### src/rtl/updown_cnt_sequencer.sv
// updown_cnt_sequencer: command-driven controller for an up/down counter.
// Accepts {direction, length} run commands into a small FIFO. It drives count_en
// and up_down so the counter counts exactly <length> enabled cycles in the
// requested direction. Then it starts the next queued run.
module updown_cnt_sequencer #(
  parameter int LEN_W  = 8,
  parameter int QDEPTH = 4
) (
  input  logic                     clk,
  input  logic                     reset_n,
  input  logic                     cmd_valid,
  output logic                     cmd_ready,
  input  logic                     cmd_dir,
  input  logic [LEN_W-1:0]         cmd_len,
  input  logic                     pause,
  input  logic                     abort,
  output logic                     count_en,
  output logic                     up_down,
  output logic                     busy,
  output logic                     done,
  output logic [LEN_W-1:0]         run_cnt,
  output logic [$clog2(QDEPTH):0]  cmd_level
);

  localparam int PTR_W = $clog2(QDEPTH);

  typedef enum logic [1:0] {
    IDLE = 2'd0,
    RUN  = 2'd1,
    DONE = 2'd2
  } state_t;

  state_t             state_q, state_d;
  logic [LEN_W-1:0]   run_cnt_q, run_cnt_d;
  logic               dir_q, dir_d;
  logic [PTR_W:0]     wr_ptr_q, wr_ptr_d;
  logic [PTR_W:0]     rd_ptr_q, rd_ptr_d;

  logic               fifo_dir_q [QDEPTH];
  logic [LEN_W-1:0]   fifo_len_q [QDEPTH];

  logic [PTR_W:0]     level;
  logic               full;
  logic               push;
  logic               pop;
  logic               head_dir;
  logic [LEN_W-1:0]   head_len;

  // FIFO occupancy and the handshake; a pop this cycle only frees a slot next cycle
  always_comb begin
    level     = wr_ptr_q - rd_ptr_q;
    full      = (level == (PTR_W+1)'(QDEPTH));
    cmd_ready = ~full & ~abort & reset_n;
    push      = cmd_valid & cmd_ready;
    head_dir  = fifo_dir_q[rd_ptr_q[PTR_W-1:0]];
    head_len  = fifo_len_q[rd_ptr_q[PTR_W-1:0]];
  end

  // Next-state logic: abort overrides everything, otherwise walk IDLE -> RUN -> DONE
  always_comb begin
    state_d   = state_q;
    run_cnt_d = run_cnt_q;
    dir_d     = dir_q;
    pop       = 1'b0;
    wr_ptr_d  = wr_ptr_q + (PTR_W+1)'(push);
    rd_ptr_d  = rd_ptr_q;
    if (abort) begin
      state_d   = IDLE;
      run_cnt_d = '0;
      wr_ptr_d  = '0;
      rd_ptr_d  = '0;
    end else begin
      case (state_q)
        IDLE: begin
          if (level != '0) begin
            pop       = 1'b1;
            dir_d     = head_dir;
            run_cnt_d = head_len;
            state_d   = (head_len != '0) ? RUN : DONE;
          end
        end
        RUN: begin
          if (!pause) begin
            run_cnt_d = run_cnt_q - LEN_W'(1);
            if (run_cnt_q == LEN_W'(1)) begin
              state_d = DONE;
            end
          end
        end
        DONE: begin
          state_d = IDLE;
        end
        default: begin
          state_d = IDLE;
        end
      endcase
      rd_ptr_d = rd_ptr_q + (PTR_W+1)'(pop);
    end
  end

  // Controller state, direction, remaining count and FIFO pointers
  always_ff @(posedge clk) begin
    if (!reset_n) begin
      state_q   <= IDLE;
      run_cnt_q <= '0;
      dir_q     <= 1'b1;
      wr_ptr_q  <= '0;
      rd_ptr_q  <= '0;
    end else begin
      state_q   <= state_d;
      run_cnt_q <= run_cnt_d;
      dir_q     <= dir_d;
      wr_ptr_q  <= wr_ptr_d;
      rd_ptr_q  <= rd_ptr_d;
    end
  end

  // Command storage; contents need no reset because the pointers define validity
  always_ff @(posedge clk) begin
    if (push) begin
      fifo_dir_q[wr_ptr_q[PTR_W-1:0]] <= cmd_dir;
      fifo_len_q[wr_ptr_q[PTR_W-1:0]] <= cmd_len;
    end
  end

  // Counter controls and status; count_en drops in the abort cycle itself
  always_comb begin
    count_en  = (state_q == RUN) & ~pause & ~abort;
    up_down   = dir_q;
    done      = (state_q == DONE);
    busy      = (state_q != IDLE) | (level != '0);
    run_cnt   = run_cnt_q;
    cmd_level = level;
  end

endmodule

### config.mk
export PLATFORM = sky130hd
export DESIGN_NAME = updown_cnt_sequencer
export DESIGN_NICKNAME = d
export VERILOG_FILES = /design/src/rtl/updown_cnt_sequencer.sv
export SDC_FILE = /design/constraint.sdc
export NUM_CORES = 1
export LEC_CHECK = 0
export ABC_AREA = 1
export CORE_MARGIN = 1
export CORE_UTILIZATION = 45
export DETAILED_ROUTE_END_ITERATION = 10
export MAX_ROUTING_LAYER = met4
export PLACE_DENSITY = 0.69
export REMOVE_ABC_BUFFERS = 1
export SLEW_MARGIN = 10
export SYNTH_ARGS = -nofsm -noshare
export SYNTH_HDL_FRONTEND = slang
export SYNTH_SLANG_ARGS = --single-unit
### constraint.sdc
create_clock -name clk -period 2.45 [get_ports clk]
set_clock_uncertainty 0.2 [all_clocks]
set_input_delay 0.49 -clock clk [delete_from_list [all_inputs] [get_ports clk]]
set_output_delay 0.49 -clock clk [all_outputs]
set_load 0.005 [all_outputs]
Word-level counts from Yosys, hierarchy flattened. Memory sizes are Yosys's and may differ from the RTL's. A register that Yosys moved wholly into a read port is not among the register bits. Cells that the tools add are included.

Register bits after elaboration: 16. RAM bits: 36. Output and inout bits: 16. Memories: 2.

$add $sub $neg: 4. Equality and inequality tests: 7. Mux-type cells: 14. Bitwise gates (word level): 10. Reductions and logical operators: 10.

Memories: fifo_len_q (depth 4, width 8, read ports 1, clocked after Yosys merged registers in 1, wr ports 1, RTL line 40) `logic [LEN_W-1:0] fifo_len_q [QDEPTH];`; fifo_dir_q (depth 4, width 1, read ports 1, clocked after Yosys merged registers in 1, wr ports 1, RTL line 39) `logic fifo_dir_q [QDEPTH];`.

Operator list (count): $mux 8 (2); $pmux 8 s2 (1); $mux 2 (5); $reduce_and 3->1 (3); $eq 8x1->1 const B (1); $reduce_bool 8->1 (1); $sub 8x1->8 const B (1); $add 3x1->3 (2); $ne 2x2->1 const B (3); $and 1x1->1 (5); $mux 1 (5); $not 1->1 (4); $pmux 2 s2 (1); $reduce_bool 2->1 (2); $eq 3x3->1 const B (1); $reduce_bool 3->1 (1); $sub 3x3->3 (1); $eq 2x1->1 const B (1); $eq 2x2->1 const B (1); $logic_not 2->1 (1); $reduce_or 2->1 (1); $logic_not 1->1 (1); $or 1x1->1 (1).

Longest topological paths before layout.
Word-level depth: 8. Gate-level depth with buffers: 15.

Worst setup path after synthesis. No wires, ideal clock.

Kind: reg2reg. From: register wr_ptr_q[0]. To: memory fifo_dir_q[0] (enable). Data arrival time: 2.145 ns. Required time: 1.863 ns. Setup slack: -0.281 ns. Cell stages (with the launch flop): 11. Path buffers: 0. Path through: dfxtp_1 > inv_1 > ha_1 > fa_1 > nand3_1 > nand2_1 > nand2_1 > nand2_1 > inv_1 > nand2_1 > nor3_1.

Word-level cells in the longest chain between the ends: 8.

Ends and longest elaborated chain: from (decl) (RTL line 36) `logic [PTR_W:0] wr_ptr_q, wr_ptr_d;`; from (signal assigned) (RTL line 113) `wr_ptr_q <= wr_ptr_d;`; $sub 3x3->3 (RTL line 51) `level = wr_ptr_q - rd_ptr_q;`; net cmd_level[2] (RTL line 22) `output logic [$clog2(QDEPTH):0] cmd_level`; $eq 3x3->1 (RTL line 52) `full = (level == (PTR_W+1)'(QDEPTH));`; $not 1->1 (RTL line 53) `cmd_ready = ~full & ~abort & reset_n;`; $and 1x1->1 (2 in series) (RTL line 53); net cmd_ready (RTL line 12) `output logic cmd_ready,`; $and 1x1->1 (RTL line 54) `push = cmd_valid & cmd_ready;`; $mux 1 (RTL line 120) `if (push) begin`; $mux 1 (not written as such) (RTL line 121) `fifo_dir_q[wr_ptr_q[PTR_W-1:0]] <= cmd_dir;`; to (decl) (RTL line 39).

The timed path passes the listed nets, and every way through them passes these cells.

Worst setup path after layout.
From: register wr_ptr_q[0]. To: output cmd_ready.

Word-level cells in the longest chain between the ends: 5.

Ends and longest elaborated chain (RTL line): $sub 3x3->3 (51); $eq 3x3->1 (52); $not 1->1 (53); $and 1x1->1 (2 in series) (53); to (decl) (12).

Every way passes these cells.

==> metrics <==
Routed Antenna Nets 0; CP delay by family, top adder cells; max_cap viols 0; H-tree Lvls 2; Slew headroom 0.810; Commonest cells post-synth nand2_1 (78), edfxtp_1 (36), nor2_1 (34), nand3_1 (31), inv_1 (26); Setup Crit Path Kind reg -> out; die width 76.4 um; cts hold-fix bufs 0; Post-DP HPWL 3.38 mm; pin count of the biggest net entering global routing 21; core region area 5200 sq um; top area cells in the synthesized netlist edfxtp_1 (43%), dfxtp_1 (14%), nand2_1 (12%); TritonRoute pass-1 iters 4; Top-Level Pins 30; period utilisation layout 1.04; post-route cell area 3180 sq um; clock sink count 53; worst hold path class reg -> reg; Global Route Usage Sum 0.188; Die Area 5830 sq um; RSZ-0062 raised after global routing yes; worst path required time 1.76 ns; Post-route DRC 0; Post-synth EDFFs 36; Largest stage delay, worst path 0.54 ns; first-pass GRT wire length 8.33 mm; Worst path slowest cell fa_2; Seq/Total Area, Yosys 0.571; CTS clk-pin slew, worst paths 0.10 ns; nets 351; setup TNS -0.140 ns; synthesis-stage register bit count 53; GR Overflow Total 0; static leakage 1.32 nW; initial antenna violation count 0; placed cells 386; outcome complete, but fails checks; post-synth design cell area 2490 sq um; area post-placement 2960 sq um; final setup fails 2; # rows 26; Final Hold Vio Count 0; Yosys top cell by area edfxtp_1; CP max FO 3; Yosys top cell area share 0.434; Starting DRT DRC Count 88; Worst Tran Pin Value 0.282 ns; peak supply drop 0.503 mV; final setup margin -0.0991 ns; vias in the first global route 1844; Clock Tree Root clkbuf_8; GP Congestion 0.867; Mean Syn Cell Area 9.02 sq um; violated checks negative setup slack; top-count cell post-synth nand2_1; Port Buf Inserts 29; FMAX 0.392 GHz; PD cells 857 nW/um^2; Post-Place Worst Slack -0.0655 ns; Die Height 76.4 um; Clk Latency, worst-skew pair 0.31 ns; Critical Path Source Type register; crit-path cells inv_2, ha_4, fa_2, nand2_2, inv_2, nand2_1, nand2_1, inv_2, buf_6; Most used DFF post-synth edfxtp_1; Yosys cell types 29; DR WL/cell 12.3 um; n_diodes 0; CP most frequent cell inv_2; TritonCTS clock tree yes; area delta synth->final 27.7%; routed wire length 4.93 mm; Non-Filler Instances 400; layout cells sized above 1 0.182; CTS Buf Count 5; Post-Synthesis Cells 276; Bufs on Longest Clock Path 2; data arrival time of the critical path 1.86 ns; Via density 4.87; ys async rst share 0; CP Buf/Inv Count 4; Initial Util 0.478; total vias in the final route 1949; CP Capture Type output pin; YS warnings 0; Tmin final 2.55 ns; Final Max Slew Viols 0
## worst reg2reg max path, delay by kind of cell, from the launching register on
| family | cells | cell delay [ns] |
|---|---|---|
| buffers and inverters | 5 | 0.27 |
| flip-flops | 1 | 0.35 |
| AND/OR/NAND/NOR | 5 | 0.33 |
| adder cells (fa/ha/maj) | 4 | 1.13 |
## metrics by stage
| stage | utilization | hold WS, ns | total power (W) |
|---|---|---|---|
| after global routing | 0.611 | 0.327 | 0.00293 |
| final | 0.611 | 0.292 | 0.00272 |
| after detailed placement | 0.568 | 0.282 | 0.00206 |
| after CTS | 0.600 | 0.296 | 0.00269 |
| after floorplan | - | 0.270 | 0.00167 |
| after global placement | 0.568 | 0.286 | 0.00205 |
## registers in the layout (all words and copies together), names as in the netlist
signal,flops
fifo_len_q,32
run_cnt,8
fifo_dir_q,4
rd_ptr_q,3
wr_ptr_q,3
state_q,2
up_down,1
## worst paths after layout
path | from | end | slack, ns | depth (start not counted)
max | wr_ptr_q[0] | cmd_ready | -0.1 | 9
min | up_down | up_down | 0.29 | 2
max reg2reg | wr_ptr_q[0] | wr_ptr_q[1] | 0.06 | 14
min reg2reg | up_down | up_down | 0.29 | 2
## power breakdown
part	switching (W)	internal, W
Sequential	0.0000487	0.00101
Clock	0.000305	0.000313
Combinational	0.000581	0.000465
## placed cells by master (no fill, tap or decap), drive strengths merged, types with 6 or more instances in the layout
| cell | n |
|---|---|
| nor2 | 35 |
| inv | 31 |
| dfxtp | 17 |
| ha | 7 |
| a21oi | 6 |
| nand2 | 80 |
| o21ai | 12 |
| nand3 | 31 |
| clkdlybuf4s50 | 25 |
| edfxtp | 36 |
| buf | 28 |
## final cells by class
type,count,area [sq um]
Multi-Input combinational cell,185,956
Tap cell,70,87.6
Inverter,30,113
Fill cell,441,2030
Timing Repair Buffer,54,480
Clock inverter,3,50.0
Sequential cell,53,1420
Clock buffer,5,68.8
## routing by layer
layer  track usage  wire length, um  vias to the layer above
met5             -                0                        -
met1         0.230             2260                      889
met3        0.0299              165                        9
met2         0.314             2430                       42
li1              -                -                     1009
met4        0.0692               82                        0
## kinds of logic after synthesis
| group | count (synthesis) | share of synthesized area |
|---|---|---|
| simple gates | 153 | 0.258 |
| flops | 53 | 0.571 |
| buf+inv | 38 | 0.0663 |
| compound gates | 21 | 0.0508 |
| fa+ha+maj | 8 | 0.0432 |
| xor+xnor | 3 | 0.0106 |
## timing repair
| item | CTS | global route |
|---|---|---|
| endpoints found under the setup margin | 6 | 29 |
| resized for setup | 26 | 9 |
| buffers inserted | 4 | 2 |
| pin swaps | 7 | 5 |
| hold endpoints to repair | 0 | 0 |
(Power assumes the default switching activity.)
